File: config.mk
export PLATFORM = sky130hd
export DESIGN_NAME = agc_timer_ctrl
export DESIGN_NICKNAME = d
export VERILOG_FILES = /design/src/rtl/agc_timer_ctrl.sv
export SDC_FILE = /design/constraint.sdc
export NUM_CORES = 1
export LEC_CHECK = 0
export BUFFER_PORTS_ARGS = -buffer_cell sky130_fd_sc_hd__buf_2
export CAP_MARGIN = 15
export CORE_ASPECT_RATIO = 1.2
export CORE_MARGIN = 2
export CORE_UTILIZATION = 30
export CTS_BUF_LIST = sky130_fd_sc_hd__clkbuf_4 sky130_fd_sc_hd__clkbuf_8
export DETAILED_ROUTE_END_ITERATION = 7
export PLACE_DENSITY_LB_ADDON = 0.25
export SETUP_SLACK_MARGIN = 0.2
export SKIP_CTS_REPAIR_TIMING = 1
export SLEW_MARGIN = 20
export SYNTH_ARGS = -nofsm -noshare
export SYNTH_HDL_FRONTEND = slang
export SYNTH_SLANG_ARGS = --single-unit
File: constraint.sdc
create_clock -name SIM_CLK -period 1.7 [get_ports SIM_CLK]
set_input_delay 0.085 -clock SIM_CLK [delete_from_list [all_inputs] [get_ports SIM_CLK]]
set_output_delay 0.085 -clock SIM_CLK [all_outputs]
set_load 0.02 [all_outputs]
File: src/rtl/agc_timer_ctrl.sv
// agc_timer_ctrl: run/halt/single-step sequencer driving the a2_timer STOP input.
// Holds the timer stopped through power-on, only halts on an MCT boundary and
// keeps a free-running count of completed MCTs.
// Optional breakpoint support is built when TIMER_CTRL_BKPT_EN is defined.
module agc_timer_ctrl #(
   parameter int PWRON_CYCLES = 64,
   parameter bit AUTOSTART    = 1'b0,
   parameter int STEP_W       = 8,
   parameter int CNT_W        = 16
) (
   input  logic              SIM_CLK,
   input  logic              SIM_RST,
   input  logic              MCT_END,
   input  logic              RUN_REQ,
   input  logic              HALT_REQ,
   input  logic              STEP_REQ,
   input  logic [STEP_W-1:0] STEP_CNT,
`ifdef TIMER_CTRL_BKPT_EN
   input  logic              BKPT_ARM,
   input  logic [CNT_W-1:0]  BKPT_VAL,
   output logic              BKPT_HIT,
`endif
   output logic              STOP,
   output logic              HALTED,
   output logic [CNT_W-1:0]  MCT_COUNT,
   output logic              SPUR_ERR
);

   localparam int INIT_W = (PWRON_CYCLES < 1) ? 1 : $clog2(PWRON_CYCLES + 1);

   typedef enum logic [2:0] {
      INIT  = 3'd0,
      RUN   = 3'd1,
      DRAIN = 3'd2,
      STEP  = 3'd3,
      HALT  = 3'd4
   } state_t;

   state_t            state;
   state_t            state_nxt;
   logic [STEP_W-1:0] step_rem;
   logic [STEP_W-1:0] step_rem_nxt;
   logic [INIT_W-1:0] init_cnt;
   logic              init_done;
   logic              mct_active;
   logic [CNT_W-1:0]  count_inc;
   logic              bkpt_fire;

   assign init_done  = (init_cnt == INIT_W'(PWRON_CYCLES));
   assign mct_active = (state == RUN) || (state == DRAIN) || (state == STEP);
   assign count_inc  = MCT_COUNT + CNT_W'(1);

   // State and step remainder register; reset aborts any step or drain at once.
   always_ff @(posedge SIM_CLK) begin
      if (SIM_RST) begin
         state    <= INIT;
         step_rem <= '0;
      end else begin
         state    <= state_nxt;
         step_rem <= step_rem_nxt;
      end
   end

   // Next-state logic; request priority is HALT_REQ > RUN_REQ > STEP_REQ.
   always_comb begin
      state_nxt    = state;
      step_rem_nxt = step_rem;
      bkpt_fire    = 1'b0;
      case (state)
         INIT: begin
            if (init_done) state_nxt = AUTOSTART ? RUN : HALT;
         end
         RUN: begin
            if (HALT_REQ) state_nxt = MCT_END ? HALT : DRAIN;
         end
         DRAIN: begin
            if (HALT_REQ) begin
               if (MCT_END) state_nxt = HALT;
            end else if (RUN_REQ) begin
               state_nxt = RUN;
            end else if (MCT_END) begin
               state_nxt = HALT;
            end
         end
         STEP: begin
            if (HALT_REQ) begin
               state_nxt = MCT_END ? HALT : DRAIN;
            end else if (RUN_REQ) begin
               state_nxt = RUN;
            end else if (MCT_END) begin
               step_rem_nxt = step_rem - STEP_W'(1);
               if (step_rem == STEP_W'(1)) state_nxt = HALT;
            end
         end
         HALT: begin
            // A halt request here is a no-op but still outranks run/step.
            if (!HALT_REQ) begin
               if (RUN_REQ) begin
                  state_nxt = RUN;
               end else if (STEP_REQ && (STEP_CNT != '0)) begin
                  step_rem_nxt = STEP_CNT;
                  state_nxt    = STEP;
               end
            end
         end
         default: state_nxt = INIT;
      endcase
`ifdef TIMER_CTRL_BKPT_EN
      // Breakpoint wins over everything, including a pending step remainder.
      if (mct_active && MCT_END && BKPT_ARM && (count_inc == BKPT_VAL)) begin
         bkpt_fire    = 1'b1;
         state_nxt    = HALT;
         step_rem_nxt = '0;
      end
`endif
   end

   // Power-on counter: counts SIM_CLK cycles spent in INIT.
   always_ff @(posedge SIM_CLK) begin
      if (SIM_RST) begin
         init_cnt <= '0;
      end else if ((state == INIT) && !init_done) begin
         init_cnt <= init_cnt + INIT_W'(1);
      end
   end

   // Completed-MCT counter (wraps) and sticky spurious-MCT flag.
   always_ff @(posedge SIM_CLK) begin
      if (SIM_RST) begin
         MCT_COUNT <= '0;
         SPUR_ERR  <= 1'b0;
      end else begin
         if (mct_active && MCT_END) MCT_COUNT <= count_inc;
         if (MCT_END && ((state == INIT) || (state == HALT))) SPUR_ERR <= 1'b1;
      end
   end

   // Registered outputs follow the state one cycle later.
   always_ff @(posedge SIM_CLK) begin
      if (SIM_RST) begin
         STOP   <= 1'b1;
         HALTED <= 1'b0;
      end else begin
         STOP   <= (state == INIT) || (state == HALT);
         HALTED <= (state == HALT);
      end
   end

`ifdef TIMER_CTRL_BKPT_EN
   // One-cycle breakpoint hit pulse.
   always_ff @(posedge SIM_CLK) begin
      if (SIM_RST) BKPT_HIT <= 1'b0;
      else         BKPT_HIT <= bkpt_fire;
   end
`else
   logic unused_bkpt;
   assign unused_bkpt = bkpt_fire;
`endif

endmodule

# ---- Word level (Yosys, flattened, before mapping)
# Index checks and enable logic that the tools add are counted.
dict set report word_totals {
  register_bits 37
  input_bits 14
  output_inout_bits 19
  elab_cells 61
}
dict set report op_classes {
  addsub 3
  n_eq_ne 17
  n_mux 21
  n_reduce_logical 13
}
# op n
set op_table {}
lappend op_table {{$mux 8} 6}
lappend op_table {{$mux 3} 13}
lappend op_table {{$add 16x1->16 const B} 1}
lappend op_table {{$ne 2x2->1 const B} 8}
lappend op_table {{$pmux 8 s2} 1}
lappend op_table {{$pmux 3 s5} 1}
lappend op_table {{$eq 8x1->1 const B} 1}
lappend op_table {{$reduce_bool 8->1} 1}
lappend op_table {{$sub 8x1->8 const B} 1}
lappend op_table {{$add 7x1->7 const B} 1}
lappend op_table {{$eq 7x7->1 const B} 1}
lappend op_table {{$reduce_and 7->1} 1}
lappend op_table {{$eq 3x2->1 const B} 2}
lappend op_table {{$reduce_and 6->1} 1}
lappend op_table {{$logic_and 1x1->1} 4}
lappend op_table {{$ne 4x3->1 const B} 1}
lappend op_table {{$ne 4x4->1 const B} 1}
lappend op_table {{$eq 3x1->1 const B} 1}
lappend op_table {{$eq 3x3->1 const B} 1}
lappend op_table {{$logic_not 3->1} 1}
lappend op_table {{$logic_or 1x1->1} 3}
lappend op_table {{$ne 3x3->1 const B} 1}
lappend op_table {{$reduce_bool 2->1} 1}
lappend op_table {{$logic_not 1->1} 1}

# ---- Depth between registers and ports, before layout
dict set report logic_depth {
  word_depth 6
  ltp_mapped 7
  depth_no_buf 7
}

# ---- Least setup slack after synthesis
# No wires, ideal clock.
dict set report synth_path {
  path_type {register -> register}
  start {register state[0]}
  end {register step_rem[0]}
  setup_ns 0.132
  t_arrival_ns 1.583
  required_time_ns 1.568
  setup_slack_ns -0.015
  path_stages_with_launch 8
  n_path_buf 2
  synth_period_minus_slack_ns 1.715
  path_cell_list {dfxtp_1 > or3b_1 > buf_2 > a211oi_2 > o221ai_2 > buf_2 > o21ai_0 > a21oi_1}
}
dict set report synth_via {
  elab_chain_len 3
  elab_cells_between_ends 11
}
# element line
set synth_rtl {}
lappend synth_rtl {{start, declared} 39} ;# state_t state;
lappend synth_rtl {{start signal, assigned} 59} ;# state <= state_nxt;
lappend synth_rtl {{$eq 3x3->1 or $eq 3x2->1 (tied branches)} 69} ;# case (state)
lappend synth_rtl {{$ne 2x2->1 (no line) or $reduce_bool 2->1 (tied branches)} --}
lappend synth_rtl {{$reduce_and 7->1 (no line)} --}
lappend synth_rtl {{end signal, assigned} 60} ;# step_rem <= step_rem_nxt;
lappend synth_rtl {{end, declared} 41} ;# logic [STEP_W-1:0] step_rem;
# Several ways; a longest one is shown, not always the timed one.
# A chain may end at the register's enable or synchronous reset.

# ---- Worst setup path after layout
dict set report layout_path {
  start {register state[1]}
  end {register state[0]}
}
dict set report layout_via {
  elab_chain_len 3
  elab_cells_between_ends 13
}
# element line
set layout_rtl {}
lappend layout_rtl {{$eq 3x2->1 (tied with other cells)} 69}
lappend layout_rtl {{$ne 4x3->1 (no line) (tied with other cells)} --}
lappend layout_rtl {{$reduce_and 6->1 (no line)} --}
# Several ways; a longest one is shown, not always the timed one.

==> summary.md <==
| Metric | Value |
|---|---|
| Crit path DAT | 1.94 ns |
| Vias in the first global route | 1784 |
| Worst slew pin tran | about 0.4 ns |
| CP cell instances | or3b_4 > buf_6 > o32a_1 > buf_4 > a311oi_1 |
| Total congestion overflow | 0 |
| Fmax | 0.5711 GHz |
| Clock skew | 0.005545 ns |
| Root buf cell | clkbuf_8 |
| Net Count, Synth | 254 |
| DR WL/cell | 12.63 microns |
| Initial DRC Count | 96 |
| Crit path capture type | register |
| CP Max Fanout | 9 |
| Synth Cell Area | around 1900 sq um |
| Later-pin clock latency in the skew report | 0.29 ns |
| DR vias/cell | 4.948 |
| CTS H-Tree Depth | 2 |
| Slack of the worst reg-to-reg path | -0.05 ns |
| Status | finished, violations left |
| RSZ-0062 raised after global routing | yes |
| Die Y | roughly 92 microns |
| Endpoints failing setup | 2 |
| Initial core utilization | 31.46% |
| Power Density | between 900 and 1000 nW/um^2 |
| CP Class | register to register |
| Failing checks | setup timing |
| Sink Count | 37 |
| Final worst-path cycle share | 103.0% |
| I/O pins | 33 |
| Worst reg2reg path endpoint | state[0]$_SDFFE_PP0P_ |
| Slew margin rel. | 72.60% |
| Total number of yosys warnings | 0 |
| Routability Congestion | 0.8326 |
| Worst-path clk slew | 0.08 ns |
| CTS tree | built |
| Synthesis-to-layout area growth | 40.30% |
| GRT Util Overall | 14.04% |
| Max-cap violations | 0 |
| Largest net degree at the start of global routing | 26 |
| Leak Pwr | 1.115 nW |
| Rows | 31 |
| VDD IR max | 0.4216 mV |
| Critical path launch point type | register |
| CP bufs+invs | 2 |
| TritonRoute pass-1 iters | 4 |
| Netlist cell types | 41 |
| Die area | ~7000 sq um |
| R2r startpoint | state[1]$_SDFFE_PP0P_ |
| CTS Buffer Depth | 2 |
| Max incr delay on CP | 0.40 ns |
| Setup WS pre-CTS | -0.04287 ns |
| CTS Buf Count | 5 |
| Inserted Diodes | 0 |
| Hold Fails Final Rpt | 0 |
| Vias | 1905 |
| Cell Area, Placed | 2406 sq um |
| Routed Antenna Nets | 0 |
| Critical path's top delay family | compound AO/OA/AOI/OAI gates |
| IO Port Bufs | 32 |
| Seq/Total Area, Yosys | 38.67% |
| CP Data Required Time | 1.89 ns |
| Worst path slowest cell | or3b_4 |
| Hold Path End | SPUR_ERR$_SDFFE_PP0P_ |
| Tmin final | ~1.8 ns |
| Syn_area_per_cell | 8.151 sq um |
| DRC Markers | 0 |
| Max Slew Vio Count | 0 |
| Initial antenna violation count | 0 |
| Final net count | 321 |
| Post-route design area | 2688 sq um |
| HP Start | MCT_END |
| Cell count after synthesis | ~240 |
| Share of post-route cells with drive strength above 1 | between 30% and 40% |
| Hold Crit Depth | 3 |
| Chip width | 76.95 microns |
| Reg2Reg Depth | 5 |
| Core area | 6090 sq um |
| Post-Route WL | slightly below 5000 microns |
| Worst setup margin | -0.05104 ns |
| Hpwl dp | about 3500 microns |
| Register bit total from synthesis | 37 |
| First-pass GRT wire length | 8107 microns |
| Hold Path Class | input port to register |
state kept, by name, indices dropped and copies added, names as in the netlist:
register	cells
init_cnt	7
SPUR_ERR	1
state	3
MCT_COUNT	16
HALTED	1
step_rem	8
STOP	1
metal layers:
metal | global-route usage (%) | wire length [microns] | up-vias
li1 | - | - | 974
met4 | 6.515 | 69 | 0
met1 | 17.29 | 2194 | 890
met5 | 0 | 0 | -
met2 | 23.76 | 2407 | 35
met3 | 2.286 | 192 | 6
through the flow:
stage / total power, W / std cells / hold slack [ns] / util, % / TNS, ns
final: 0.002631 / 385 / 0.1197 / 44.13 / -0.1013
after global routing: 0.002809 / 385 / 0.1483 / 44.13 / -0.7199
after CTS: 0.002542 / 376 / 0.1128 / 41.24 / -0.1408
after detailed placement: 0.001831 / 368 / 0.4189 / 39.51 / -0.1807
after global placement: 0.001822 / 368 / 0.4221 / 39.51 / -0.02856
after floorplan: 0.001571 / 235 / 0.2257 / - / 0
cell usage after synthesis, drive strengths merged:
library cell / instances / share of area [%]
dfxtp: 37 / 39
nor2: 28 / 5.5
a21oi: 24 / 6.3
nand3: 14 / 3.7
o21ai: 14 / 3.7
inv: 12 / 2.4
nand2: 9 / 1.8
xnor2: 9 / 4.1
nor4: 8 / 2.6
xor2: 7 / 3.2
nor3: 6 / 1.6
or3: 6 / 2.0
buf: 5 / 1.3
clkbuf: 5 / 0.98
ha: 5 / 3.3
a211oi: 4 / 1.8
a21o: 4 / 1.6
nand4: 4 / 1.3
mux2i: 3 / 1.6
nand2b: 3 / 0.98
nor2b: 3 / 0.98
o211ai: 3 / 1.2
or2: 3 / 0.98
and3: 2 / 0.65
nor3b: 2 / 0.78
a2111oi: 1 / 0.46
a211o: 1 / 0.46
a311o: 1 / 0.59
a311oi: 1 / 0.46
a31o: 1 / 0.46
a31oi: 1 / 0.33
and2: 1 / 0.33
and4: 1 / 0.46
and4bb: 1 / 0.65
nor4b: 1 / 0.46
o221ai: 1 / 0.78
o32a: 1 / 0.52
or3b: 1 / 0.46
or4: 1 / 0.39
or4b: 1 / 0.52
worst reg2reg max path, delay by kind of cell (launching register included):
kind / cells / cell delay, ns
AO/OA/AOI/OAI: 2 / 0.63
AND/OR/NAND/NOR: 1 / 0.40
flip-flops: 1 / 0.32
buffers and inverters: 2 / 0.31
cell type report:
type / count / area (sq um)
fill: 649 / 3402
multi-input combinational: 176 / 1220
sequential: 37 / 750.7
timing repair buffer: 70 / 464.2
tap: 82 / 102.6
clock buffer: 7 / 96.34
inverter: 12 / 45.04
clock inverter: 1 / 8.758
power by group:
group / switching, W / internal (W) / leakage, nW / total, W
Combinational: 0.000488 / 0.000443 / 0.757 / 0.000932
Sequential: 0.0000611 / 0.000945 / 0.303 / 0.00101
Clock: 0.000319 / 0.000374 / 0.0549 / 0.000694
Total: 0.000868 / 0.00176 / 1.12 / 0.00263
logic make-up after synthesis:
group	synth area share (%)
xor gates and xnor gates	7.316
and+or+nand+nor	26.00
AOI/OAI and AO/OA	18.55
buffers and inverters	4.637
DFF	38.67
muxes	1.568
adders and majority gates	3.266
worst max path at each step:
stage	startpoint	depth (start not counted)	end	slack, ns
6_report	state[1]$_SDFFE_PP0P_	5	state[0]$_SDFFE_PP0P_	-0.05
5_1_grt	state[1]$_SDFFE_PP0P_	5	state[0]$_SDFFE_PP0P_	-0.12
4_1_cts	init_cnt[4]$_SDFFE_PP0N_	5	state[2]$_SDFFE_PP0P_	-0.06
3_5_place_dp	STEP_CNT[6]	8	step_rem[6]$_SDFFE_PP0P_	-0.04
3_3_place_gp	STEP_CNT[6]	8	step_rem[4]$_SDFFE_PP0P_	-0.01
2_1_floorplan	state[1]$_SDFFE_PP0P_	6	step_rem[0]$_SDFFE_PP0P_	0.05
placed cells by master (no fill, tap or decap), types with 5 or more instances in the layout:
| cell type | count |
|---|---|
| buf_2 | 32 |
| nor2_1 | 27 |
| clkbuf_8 | 7 |
| ha_1 | 5 |
| buf_4 | 33 |
| nand2_1 | 9 |
| nand3_1 | 14 |
| dfxtp_2 | 8 |
| o21ai_0 | 6 |
| xnor2_1 | 8 |
| inv_1 | 12 |
| xor2_1 | 7 |
| buf_6 | 5 |
| dfxtp_1 | 29 |
| a21oi_1 | 24 |
| or3_1 | 6 |
| o21ai_1 | 8 |
Note: power is estimated with default switching activity, not from simulation.
